$ cat src/rtl/fractal_sync_pkg.sv
// fractal_sync_pkg: request/response bundles and topology helper
// for the 2x2 barrier-synchronization tile.
package fractal_sync_pkg;

  localparam int AGGR_W      = 3;
  localparam int LVL_W       = 1;
  localparam int ID_W        = 2;
  localparam int ROOT_AGGR_W = 1;
  localparam int NBR_AGGR_W  = 1;
  localparam int NBR_LVL_W   = 1;
  localparam int NBR_ID_W    = 1;

  typedef struct packed {
    logic [AGGR_W-1:0] aggr;
    logic [ID_W-1:0]   id;
  } req_sig_t;

  typedef struct packed {
    logic     sync;
    req_sig_t sig;
  } fsync_req_t;

  typedef struct packed {
    logic [LVL_W-1:0] lvl;
    logic [ID_W-1:0]  id;
  } rsp_sig_t;

  typedef struct packed {
    logic     wake;
    rsp_sig_t sig;
    logic     error;
  } fsync_rsp_t;

  typedef struct packed {
    logic [ROOT_AGGR_W-1:0] aggr;
    logic [ID_W-1:0]        id;
  } root_sig_t;

  typedef struct packed {
    logic      sync;
    root_sig_t sig;
  } root_req_t;

  typedef struct packed {
    logic [NBR_AGGR_W-1:0] aggr;
    logic [NBR_ID_W-1:0]   id;
  } nbr_req_sig_t;

  typedef struct packed {
    logic         sync;
    nbr_req_sig_t sig;
  } nbr_req_t;

  typedef struct packed {
    logic [NBR_LVL_W-1:0] lvl;
    logic [NBR_ID_W-1:0]  id;
  } nbr_rsp_sig_t;

  typedef struct packed {
    logic         wake;
    nbr_rsp_sig_t sig;
    logic         error;
  } nbr_rsp_t;

  // t=0 pairs a row (2k, 2k+1), t=1 pairs a column (k, k+2)
  function automatic int child_idx(int t, int k, int c);
    return (t == 0) ? (2 * k + c) : (k + 2 * c);
  endfunction

endpackage

$ cat src/rtl/fractal_sync_nbr.sv
// fractal_sync_nbr: point-to-point barrier between two neighbour CUs.
module fractal_sync_nbr
  import fractal_sync_pkg::*;
(
  input  logic     clk_i,
  input  logic     rst_i,
  input  nbr_req_t req_i [2],
  output nbr_rsp_t rsp_o [2]
);

  logic [1:0]                p_q, p_d;
  logic [1:0][NBR_ID_W-1:0]  id_q, id_d;
  logic [1:0]                w_q, w_d;
  logic [1:0]                e_q, e_d;
  logic [1:0][NBR_ID_W-1:0]  oid_q, oid_d;
  logic [1:0]                ep;
  logic [1:0][NBR_ID_W-1:0]  eid;
  logic                      unused_aggr;

  assign unused_aggr = ^{req_i[0].sig.aggr, req_i[1].sig.aggr};

  always_comb begin
    for (int c = 0; c < 2; c++) begin
      ep[c]  = p_q[c] | req_i[c].sync;
      eid[c] = req_i[c].sync ? req_i[c].sig.id : id_q[c];
    end
    p_d   = ep;
    id_d  = eid;
    w_d   = '0;
    e_d   = '0;
    oid_d = '0;
    if (&ep) begin
      p_d   = 2'b00;
      oid_d = eid;
      if (eid[0] == eid[1]) w_d = 2'b11;
      else                  e_d = 2'b11;
    end
  end

  always_ff @(posedge clk_i or posedge rst_i) begin
    if (rst_i) begin
      p_q   <= '0;
      id_q  <= '0;
      w_q   <= '0;
      e_q   <= '0;
      oid_q <= '0;
    end else begin
      p_q   <= p_d;
      id_q  <= id_d;
      w_q   <= w_d;
      e_q   <= e_d;
      oid_q <= oid_d;
    end
  end

  for (genvar c = 0; c < 2; c++) begin : g_rsp
    assign rsp_o[c] = '{
      wake:  w_q[c],
      sig:   '{lvl: '0, id: oid_q[c]},
      error: e_q[c]
    };
  end

endmodule

$ cat src/rtl/fractal_sync_node.sv
// fractal_sync_node: two-child barrier aggregation node with
// per-id arrival masks, registered upward request and downward pulses.
module fractal_sync_node #(
  parameter int AW = 3,
  parameter int IW = 2,
  parameter int LW = 1,
  parameter logic [LW-1:0] LVL = '0
) (
  input  logic              clk_i,
  input  logic              rst_i,
  input  logic [1:0]        sync_i,
  input  logic [1:0][AW-1:0] aggr_i,
  input  logic [1:0][IW-1:0] id_i,
  output logic              sync_o,
  output logic [AW-2:0]     aggr_o,
  output logic [IW-1:0]     id_o,
  input  logic              up_wake_i,
  input  logic              up_error_i,
  input  logic [LW-1:0]     up_lvl_i,
  input  logic [IW-1:0]     up_id_i,
  output logic [1:0]        wake_o,
  output logic [1:0]        error_o,
  output logic [1:0][LW-1:0] lvl_o,
  output logic [1:0][IW-1:0] dn_id_o
);

  localparam int N = 1 << IW;

  logic [N-1:0][1:0]    mask_q, mask_d;
  logic [N-1:0][AW-1:0] aggr_q, aggr_d;
  logic                 sync_q, sync_d;
  logic [AW-2:0]        uaggr_q, uaggr_d;
  logic [IW-1:0]        uid_q, uid_d;
  logic [1:0]           wake_q, wake_d;
  logic [1:0]           err_q, err_d;
  logic [1:0][LW-1:0]   lvl_q, lvl_d;
  logic [1:0][IW-1:0]   did_q, did_d;

  logic [1:0]    arr, nw;
  logic [AW-1:0] a0, a1;

  always_comb begin
    mask_d  = mask_q;
    aggr_d  = aggr_q;
    sync_d  = 1'b0;
    uaggr_d = '0;
    uid_d   = '0;
    wake_d  = '0;
    err_d   = '0;
    lvl_d   = '0;
    did_d   = '0;
    arr     = '0;
    nw      = '0;
    a0      = '0;
    a1      = '0;
    for (int j = 0; j < N; j++) begin
      for (int c = 0; c < 2; c++) begin
        arr[c] = sync_i[c] && (id_i[c] == IW'(j));
        if (arr[c] && mask_q[j][c]) begin
          err_d[c] = 1'b1;
          lvl_d[c] = LVL;
          did_d[c] = IW'(j);
        end
      end
      nw = arr & ~mask_q[j];
      a0 = nw[0] ? aggr_i[0] : aggr_q[j];
      a1 = nw[1] ? aggr_i[1] : aggr_q[j];
      if (nw != 2'b00) begin
        if ((mask_q[j] | nw) == 2'b11) begin
          mask_d[j] = 2'b00;
          if (a0 != a1) begin
            err_d = 2'b11;
            lvl_d = {LVL, LVL};
            did_d = {IW'(j), IW'(j)};
          end else if (a0[0]) begin
            sync_d  = 1'b1;
            uaggr_d = a0[AW-1:1];
            uid_d   = IW'(j);
          end else begin
            wake_d = 2'b11;
            lvl_d  = {LVL, LVL};
            did_d  = {IW'(j), IW'(j)};
          end
        end else begin
          mask_d[j] = mask_q[j] | nw;
          aggr_d[j] = nw[0] ? aggr_i[0] : aggr_i[1];
        end
      end
    end
    // a wake or error from above fans out to both children
    if (up_wake_i || up_error_i) begin
      wake_d = wake_d | {2{up_wake_i}};
      err_d  = err_d | {2{up_error_i}};
      lvl_d  = {up_lvl_i, up_lvl_i};
      did_d  = {up_id_i, up_id_i};
    end
  end

  always_ff @(posedge clk_i or posedge rst_i) begin
    if (rst_i) begin
      mask_q  <= '0;
      aggr_q  <= '0;
      sync_q  <= 1'b0;
      uaggr_q <= '0;
      uid_q   <= '0;
      wake_q  <= '0;
      err_q   <= '0;
      lvl_q   <= '0;
      did_q   <= '0;
    end else begin
      mask_q  <= mask_d;
      aggr_q  <= aggr_d;
      sync_q  <= sync_d;
      uaggr_q <= uaggr_d;
      uid_q   <= uid_d;
      wake_q  <= wake_d;
      err_q   <= err_d;
      lvl_q   <= lvl_d;
      did_q   <= did_d;
    end
  end

  assign sync_o  = sync_q;
  assign aggr_o  = uaggr_q;
  assign id_o    = uid_q;
  assign wake_o  = wake_q;
  assign error_o = err_q;
  assign lvl_o   = lvl_q;
  assign dn_id_o = did_q;

endmodule

$ cat src/rtl/fractal_sync_2x2.sv
// fractal_sync_2x2: h/v barrier trees (two levels each) plus
// neighbour links for a 2x2 tile of compute units.
module fractal_sync_2x2
  import fractal_sync_pkg::*;
(
  input  logic       clk_i,
  input  logic       rst_i,
  input  fsync_req_t h_1d_fsync_req_i [4][1],
  output fsync_rsp_t h_1d_fsync_rsp_o [4][1],
  input  fsync_req_t v_1d_fsync_req_i [4][1],
  output fsync_rsp_t v_1d_fsync_rsp_o [4][1],
  input  nbr_req_t   h_nbr_fsycn_req_i [4],
  output nbr_rsp_t   h_nbr_fsycn_rsp_o [4],
  input  nbr_req_t   v_nbr_fsycn_req_i [4],
  output nbr_rsp_t   v_nbr_fsycn_rsp_o [4],
  output root_req_t  h_2d_fsync_req_o [1][1],
  input  fsync_rsp_t h_2d_fsync_rsp_i [1][1],
  output root_req_t  v_2d_fsync_req_o [1][1],
  input  fsync_rsp_t v_2d_fsync_rsp_i [1][1]
);

  fsync_req_t treq [2][4];
  fsync_rsp_t trsp [2][4];
  nbr_req_t   nreq [2][4];
  nbr_rsp_t   nrsp [2][4];
  fsync_rsp_t up   [2];
  root_req_t  rq   [2];

  for (genvar i = 0; i < 4; i++) begin : g_io
    assign treq[0][i] = h_1d_fsync_req_i[i][0];
    assign treq[1][i] = v_1d_fsync_req_i[i][0];
    assign h_1d_fsync_rsp_o[i][0] = trsp[0][i];
    assign v_1d_fsync_rsp_o[i][0] = trsp[1][i];
    assign nreq[0][i] = h_nbr_fsycn_req_i[i];
    assign nreq[1][i] = v_nbr_fsycn_req_i[i];
    assign h_nbr_fsycn_rsp_o[i] = nrsp[0][i];
    assign v_nbr_fsycn_rsp_o[i] = nrsp[1][i];
  end

  assign up[0] = h_2d_fsync_rsp_i[0][0];
  assign up[1] = v_2d_fsync_rsp_i[0][0];
  assign h_2d_fsync_req_o[0][0] = rq[0];
  assign v_2d_fsync_req_o[0][0] = rq[1];

  for (genvar t = 0; t < 2; t++) begin : g_t
    logic [1:0]                  l1s;
    logic [1:0][AGGR_W-2:0]      l1a;
    logic [1:0][ID_W-1:0]        l1i;
    logic [1:0]                  l2w, l2e;
    logic [1:0][LVL_W-1:0]       l2l;
    logic [1:0][ID_W-1:0]        l2i;
    logic                        rs;
    logic [ROOT_AGGR_W-1:0]      ra;
    logic [ID_W-1:0]             ri;

    for (genvar k = 0; k < 2; k++) begin : g_k
      logic [1:0]             cs, w, e;
      logic [1:0][AGGR_W-1:0] ca;
      logic [1:0][ID_W-1:0]   ci, di;
      logic [1:0][LVL_W-1:0]  dl;
      nbr_req_t               nq [2];
      nbr_rsp_t               ns [2];

      for (genvar c = 0; c < 2; c++) begin : g_c
        localparam int CI = child_idx(t, k, c);
        assign cs[c] = treq[t][CI].sync;
        assign ca[c] = treq[t][CI].sig.aggr;
        assign ci[c] = treq[t][CI].sig.id;
        assign trsp[t][CI] = '{
          wake:  w[c],
          sig:   '{lvl: dl[c], id: di[c]},
          error: e[c]
        };
        assign nq[c] = nreq[t][CI];
        assign nrsp[t][CI] = ns[c];
      end

      fractal_sync_node #(
        .AW(AGGR_W), .IW(ID_W), .LW(LVL_W),
        .LVL(LVL_W'(0))
      ) u_l1 (
        .clk_i, .rst_i,
        .sync_i(cs), .aggr_i(ca), .id_i(ci),
        .sync_o(l1s[k]), .aggr_o(l1a[k]), .id_o(l1i[k]),
        .up_wake_i(l2w[k]), .up_error_i(l2e[k]),
        .up_lvl_i(l2l[k]), .up_id_i(l2i[k]),
        .wake_o(w), .error_o(e),
        .lvl_o(dl), .dn_id_o(di)
      );

      fractal_sync_nbr u_nbr (
        .clk_i, .rst_i,
        .req_i(nq), .rsp_o(ns)
      );
    end

    fractal_sync_node #(
      .AW(AGGR_W-1), .IW(ID_W), .LW(LVL_W),
      .LVL(LVL_W'(1))
    ) u_l2 (
      .clk_i, .rst_i,
      .sync_i(l1s), .aggr_i(l1a), .id_i(l1i),
      .sync_o(rs), .aggr_o(ra), .id_o(ri),
      .up_wake_i(up[t].wake), .up_error_i(up[t].error),
      .up_lvl_i(up[t].sig.lvl), .up_id_i(up[t].sig.id),
      .wake_o(l2w), .error_o(l2e),
      .lvl_o(l2l), .dn_id_o(l2i)
    );

    assign rq[t] = '{sync: rs, sig: '{aggr: ra, id: ri}};
  end

endmodule

$ cat config.mk
export PLATFORM = sky130hd
export DESIGN_NAME = fractal_sync_2x2
export DESIGN_NICKNAME = d
export VERILOG_FILES = /design/src/rtl/fractal_sync_pkg.sv /design/src/rtl/fractal_sync_nbr.sv /design/src/rtl/fractal_sync_node.sv /design/src/rtl/fractal_sync_2x2.sv
export SDC_FILE = /design/constraint.sdc
export NUM_CORES = 1
export LEC_CHECK = 0
export CELL_PAD_IN_SITES_DETAIL_PLACEMENT = 1
export CELL_PAD_IN_SITES_GLOBAL_PLACEMENT = 2
export CORE_ASPECT_RATIO = 0.6
export CORE_MARGIN = 8
export CORE_UTILIZATION = 36
export CTS_BUF_LIST = sky130_fd_sc_hd__clkbuf_2 sky130_fd_sc_hd__clkbuf_4 sky130_fd_sc_hd__clkbuf_8
export CTS_CLUSTER_DIAMETER = 40
export DETAILED_ROUTE_END_ITERATION = 10
export PLACE_DENSITY = 0.8
export SYNTH_ARGS = -nofsm -noshare
export SYNTH_HDL_FRONTEND = slang
export SYNTH_SLANG_ARGS = --single-unit
$ cat constraint.sdc
create_clock -name clk_i -period 8.3 [get_ports clk_i]
set_clock_uncertainty 0.15 [all_clocks]
set_input_delay 0.83 -clock clk_i [delete_from_list [all_inputs] [get_ports clk_i]]
set_output_delay 0.83 -clock clk_i [all_outputs]
set_load 0.02 [all_outputs]
== Yosys cells after proc, flatten, opt, wreduce, memory -nomap -nowiden ==
Cells that the tools add are included.

* Reduce and logical (&&, ||, !) cells: 166
* Bitwise operators: 116
* Eq/ne operators: 88
* Mux-type cells: 784

{| class="wikitable"
|+ Operators with widths
! operator !! number
|-
| 2-bit two-way mux || 444
|-
| 4-bit two-way mux || 72
|-
| 1-bit two-way mux || 214
|-
| 3-bit two-way mux || 54
|-
| 2-bit equality test, second input constant || 48
|-
| 1-bit logical AND || 96
|-
| 2-bit OR || 36
|-
| 2-bit AND reduction || 28
|-
| 2-bit AND || 24
|-
| 3-bit != test || 16
|-
| 2-bit inverter || 24
|-
| 2-bit nonzero test || 24
|-
| 2-bit by 1-bit equality test with 1-bit output, second input constant || 12
|-
| 2-bit zero test || 12
|-
| 1-bit inverter || 24
|-
| 2-bit != test || 8
|-
| 1-bit OR || 8
|-
| 1-bit logical OR || 6
|-
| 1-bit equality test || 4
|}

* Flip-flop bits (word level): 240
* Input port bits: 84
* Word-level logic and storage cells: 1284
* Output and inout port bits: 80

== Longest topological paths before layout ==
* Depth after elaboration: 24
* Depth in mapped cells: 10

== Cells and area by module ==
Synthesis repeated with hierarchy kept, for this count alone.

* Cells, all modules: 1661
* Area, all modules: 15303.4 um2

{| class="wikitable"
|+ Modules (own cells, without submodules)
! module !! cells each !! area each (um2) !! sequential area each (um2) !! instances
|-
| fractal_sync_node at g_t[1].g_k[0].u_l1 ... || 284 || 2558.7 || 825.8 || 2
|-
| fractal_sync_node at g_t[0].g_k[0].u_l1 || 270 || 2453.6 || 825.8 || 1
|-
| fractal_sync_node at g_t[0].g_k[1].u_l1 || 285 || 2446.1 || 825.8 || 1
|-
| fractal_sync_node at g_t[0].u_l2 || 209 || 1988.2 || 725.7 || 1
|-
| fractal_sync_node at g_t[1].u_l2 || 217 || 1981.9 || 725.7 || 1
|-
| fractal_sync_nbr || 27 || 321.6 || 200.2 || 4
|-
| fractal_sync_2x2 || 4 || 30.0 || 0.0 || 1
|}

== Worst setup path after synthesis ==
OpenSTA, ideal clock, no wires.

* Kind: input port to flip-flop
* Start point: input v_1d_fsync_req_i[7] (netlist name)
* End point: register g_t[1].g_k[0].u_l1.uaggr_q[0]
* Path slack: 5.136 ns
* Setup time: 0.094 ns
* Buffers on the path: 2
* Stages: 9
* Arrival: 2.921 ns
* Data required time: 8.056 ns
* Cells stage by stage: clkbuf_1 > or4b_1 > buf_2 > mux2i_1 > xnor2_1 > nand2_1 > a2111o_1 > or3_1 > a221oi_2

* Longest elaborated chain between the ends: 20
* Elaborated cells between the ends (all ways): 47
* Those cells by class: 11 x eq/ne; 19 x mux; 8 x bitwise; 9 x reduce/logical

{| class="wikitable"
|+ Ends and longest elaborated chain
! what !! line !! text
|-
| from (decl) || fractal_sync_2x2.sv:10 || <nowiki>input fsync_req_t v_1d_fsync_req_i [4][1],</nowiki>
|-
| 2-bit zero test || fractal_sync_node.sv:58 || <nowiki>arr[c] = sync_i[c] && (id_i[c] == IW'(j));</nowiki>
|-
| 1-bit logical AND || fractal_sync_node.sv:58 ||
|-
| 2-bit AND || fractal_sync_node.sv:65 || <nowiki>nw = arr & ~mask_q[j];</nowiki>
|-
| 3-bit two-way mux || fractal_sync_node.sv:67 || <nowiki>a1 = nw[1] ? aggr_i[1] : aggr_q[j];</nowiki>
|-
| 3-bit != test || fractal_sync_node.sv:71 || <nowiki>if (a0 != a1) begin</nowiki>
|-
| 2-bit two-way mux || fractal_sync_node.sv:71 ||
|-
| 2-bit two-way mux || fractal_sync_node.sv:69 || <nowiki>if ((mask_q[j] | nw) == 2'b11) begin</nowiki>
|-
| 2-bit two-way mux || fractal_sync_node.sv:68 || <nowiki>if (nw != 2'b00) begin</nowiki>
|-
| (+5 left out) || -- ||
|-
| 2-bit two-way mux || fractal_sync_node.sv:71 ||
|-
| 2-bit two-way mux || fractal_sync_node.sv:69 ||
|-
| 2-bit two-way mux || fractal_sync_node.sv:68 ||
|-
| 2-bit two-way mux || fractal_sync_node.sv:75 || <nowiki>end else if (a0[0]) begin</nowiki>
|-
| 2-bit two-way mux || fractal_sync_node.sv:71 ||
|-
| 2-bit two-way mux || fractal_sync_node.sv:69 ||
|-
| 2-bit two-way mux (*) || fractal_sync_node.sv:68 ||
|-
| via g_t[1].g_k[0].u_l1.uaggr_d[0] || fractal_sync_node.sv:32 || <nowiki>logic [AW-2:0] uaggr_q, uaggr_d;</nowiki>
|-
| to (signal assigned) || fractal_sync_node.sv:114 || <nowiki>uaggr_q <= uaggr_d;</nowiki>
|-
| to (decl) || fractal_sync_node.sv:32 ||
|}

Mark *: on every way through the listed nets, which the timed path passes. The rest lies on a longest branch.
A chain may end at the register's enable or synchronous reset.

== Final worst setup path ==
* Start point: input v_1d_fsync_req_i[18] (netlist name)
* End point: register g_t[1].g_k[0].u_l1.uaggr_q[1]

* Longest elaborated chain between the ends: 20
* Elaborated cells between the ends (all ways): 48
* Those cells by class: 11 x eq/ne; 20 x mux; 8 x bitwise; 9 x reduce/logical

{| class="wikitable"
|+ Ends and longest elaborated chain
! what !! line !! text
|-
| 2-bit zero test || fractal_sync_node.sv:58 ||
|-
| 1-bit logical AND || fractal_sync_node.sv:58 ||
|-
| 2-bit AND || fractal_sync_node.sv:65 ||
|-
| 3-bit two-way mux || fractal_sync_node.sv:66 || <nowiki>a0 = nw[0] ? aggr_i[0] : aggr_q[j];</nowiki>
|-
| 3-bit != test / 2-bit two-way mux (equally long branches) || fractal_sync_node.sv:71, fractal_sync_node.sv:75 ||
|-
| 2-bit two-way mux || fractal_sync_node.sv:71 ||
|-
| 2-bit two-way mux || fractal_sync_node.sv:69 ||
|-
| 2-bit two-way mux || fractal_sync_node.sv:68 ||
|-
| (+5 left out) || -- ||
|-
| 2-bit two-way mux || fractal_sync_node.sv:71 ||
|-
| 2-bit two-way mux || fractal_sync_node.sv:69 ||
|-
| 2-bit two-way mux || fractal_sync_node.sv:68 ||
|-
| 2-bit two-way mux || fractal_sync_node.sv:75 ||
|-
| 2-bit two-way mux || fractal_sync_node.sv:71 ||
|-
| 2-bit two-way mux || fractal_sync_node.sv:69 ||
|-
| 2-bit two-way mux (*) || fractal_sync_node.sv:68 ||
|-
| via g_t[1].g_k[0].u_l1.uaggr_d[1] || fractal_sync_node.sv:32 ||
|}

Marks and branches as above.

==> impl_metrics.csv <==
group,metric,value,unit
die,rows,57,
power,vdd_drop_max,0.000129,V
detailed_routing,drc,0,
cts,clock_latency,590,ps
sta,setup_slack,4450,ps
sta,max_freq,0.260,GHz
logic_synthesis,yosysSeqAreaShare,37.8,%
setup_path,critPathSlowestCell,"clkdlybuf4s50_1",
power,power.switching,2.24,mW
detailed_routing,wl_per_cell,21.2,µm
cells_and_area,final_core_util,43.0,%
power,power.total,5.24,mW
power,seq_power_share,35.5,%
global_route,grtUsageTotal,20.0,%
die,die_h,173,µm
cts,post_cts_resized,0,
global_route,grt_max_degree,84,
cells_and_area,syn2layout_area_growth,18.0,%
global_route,grt_pass1_vias,13369,
die,die_x,277,µm
place,place_inst,2253,
sta,worstMarginPinSlew,1310,ps
sta,setup_viol,0,
place,dp_hpwl,37500,µm
power,intPower,3.00,mW
detailed_routing,drt_first_pass_iters,5,
logic_synthesis,synth_flop_cell,"dfrtp_1",
place,placed_cell_area,16400,µm²
worst_hold_path,hold_class,"reg -> reg",
global_route,antenna_found_initial,0,
setup_path,criticalPathCategory,"in -> reg",
cts,cts-root-buf,"clkbuf_8",
detailed_routing,drtIter0Drc,1153,
power,clkPwrFrac,23.5,%
cells_and_area,final_cells,2332,
setup_path,crit_arrival,4170,ps
die,io-pin-count,164,
die,coreArea,40400,µm²
setup_path,worst_setup_path_end_kind,"register",
sta,final-hold-violation-count,0,
cts,cts_hold_buffers,0,
power,combPwrFrac,41.0,%
logic_synthesis,avgSynthCellArea,8.80,µm²
place,dpl_worst_slack,4000,ps
global_route,grt_pass1_wl,78200,µm
setup_path,slowest_delay,760,ps
cells_and_area,layout_commonest_cell,"dfrtp_1",
cts,h-tree-depth,2,
sta,slew_viol_final,0,
setup_path,cp.required,8620,ps
logic_synthesis,synth-seq-cells,222,
sta,fin_tns_setup,0,ps
cts,tritoncts,"yes",
cts,cts_made_buffers,43,
logic_synthesis,yosys_warnings,0,
cells_and_area,postLayoutCellArea,17400,µm²
setup_path,start_kind,"primary input",
cells_and_area,final_layout_size_suffix_gt1_share,7.88,%
sta,relSlewSlack,11.5,%
logic_synthesis,syn_area,14700,µm²
logic_synthesis,async_flop_share,100,%
detailed_routing,detail-route-antenna-nets,0,
place,portBuffers,147,
cts,clkTransAtPathRegs,60,ps
detailed_routing,wl,49400,µm
logic_synthesis,yosysUniqueCellTypes,84,
power,leakage,7.26,nW
cts,post_cts_buffers,0,
logic_synthesis,synth_edf_count,0,
cells_and_area,antenna_cells,0,
setup_path,worst-path-max-fanout,10,
status,status,"finished, final reports clean",
sta,grt_setup_unrepaired,"no",
die,dieArea,47800,µm²
global_route,overflow,0,
cells_and_area,nNetsFinal,1851,
job,cap_violations,0,
logic_synthesis,syn_inst,1672,
cts,cts_buffer_depth,3,
place,gp_congestion,0.889,
detailed_routing,via_per_inst,5.66,
detailed_routing,vias,13189,
die,start_util,36.4,%
setup_path,crit_chain,"clkdlybuf4s50_1 > nor4bb_1 > buf_4 > mux2_2 > xnor2_1 > or2_4 > nor4_2 > a21oi_1 > a221oi_2",
power,powerDensity,302,nW/µm²
cts,cts_sinks,222,
power,switching_share,42.7,%
sta,post-route-min-period,3850,ps
sta,period_share,46.4,%
sta,worst_hold_slack,317,ps
cells_and_area,mostFrequentLayoutCells,"dfrtp_1, nor2_1, mux2i_1",
## metal layers
layer	global-route usage [%]	part of all wire [%]
met1	31.1	51
met5	0	0
met2	28.4	41
met3	3.54	6.3
met4	4.38	1.7
## cell type report
class	instances	area, µm²
clock buffers	62	803
clock inverters	17	161
fillers	4660	23000
inverters	73	282
multi-input cells	1259	8270
flip-flops and latches	222	5560
well taps	531	664
repair buffers	168	1630
## synthesized netlist by cell type, drive strengths merged, types with 26 or more instances
cell | instances | area (µm²)
nand3 | 46 | 230
dfrtp | 222 | 5560
mux2i | 170 | 1700
inv | 71 | 267
xor2 | 26 | 228
clkbuf | 71 | 297
a21oi | 118 | 591
nand2 | 142 | 533
xnor2 | 61 | 534
o22ai | 34 | 213
o21ai | 113 | 566
buf | 54 | 369
nor2 | 186 | 698
## path summary, 6_finish.rpt
path | startpoint | to | slack (ps) | cells past startpoint
worst min-delay path | g_t[1].g_k[1].u_nbr.p_q[1]$_DFF_PP0_ | g_t[1].g_k[1].u_nbr.p_q[0]$_DFF_PP0_ | 320 | 1
worst max-delay path | v_1d_fsync_req_i[18] | g_t[1].g_k[0].u_l1.aggr_o[1]$_DFF_PP0_ | 4450 | 9
min in group asynchronous | rst_i | g_t[0].g_k[0].u_l1.error_o[0]$_DFF_PP0_ | 590 | 2
max in group asynchronous | rst_i | g_t[1].g_k[1].u_l1.aggr_q[2]$_DFFE_PP0P_ | 5970 | 3
worst min register to register | g_t[1].g_k[1].u_nbr.p_q[1]$_DFF_PP0_ | g_t[1].g_k[1].u_nbr.p_q[0]$_DFF_PP0_ | 320 | 1
worst max register to register | g_t[1].g_k[0].u_l1.id_o[1]$_DFF_PP0_ | g_t[1].u_l2.aggr_o$_DFF_PP0_ | 4760 | 7
## cell families after synthesis
family          Yosys count  synth area share (%)
buf+inv                 198                  6.39
xor+xnor                 87                  5.18
simple gates            589                  21.7
other cells               1                0.0255
mux                     180                  12.3
flops                   222                  37.8
compound gates          395                  16.6
## power groups by stage
stage | clock [mW] | combinational (mW) | sequential, mW
3_3_place_gp | 0 | 2.05 | 1.85
2_1_floorplan | 0 | 1.48 | 1.75
4_1_cts | 1.27 | 2.14 | 1.85
5_1_grt | 1.31 | 2.36 | 1.92
3_5_place_dp | 0 | 2.13 | 1.87
6_report | 1.23 | 2.15 | 1.86
## worst max-delay path, delay by kind of cell
kind / cells / cell delay [ps]
muxes: 1 / 380
AOI/OAI and AO/OA: 2 / 510
buffers and inverters: 2 / 1010
xor gates and xnor gates: 1 / 140
and+or+nand+nor: 3 / 1280
## flip-flops by register name (all words and copies together), names as in the netlist, 8 cells and up
register	count
g_t.g_k.u_l1.aggr_q	48
g_t.g_k.u_nbr.rsp_o	8
g_t.u_l2.mask_q	16
g_t.g_k.u_l1.id_o	8
g_t.u_l2.aggr_q	16
g_t.g_k.u_nbr.id_q	8
g_t.g_k.u_l1.error_o	8
g_t.g_k.u_nbr.p_q	8
g_t.g_k.u_l1.mask_q	32
g_t.u_l2.dn_id_o	8
g_t.g_k.u_l1.dn_id_o	16
g_t.g_k.u_l1.aggr_o	8
(Power assumes the default switching activity.)
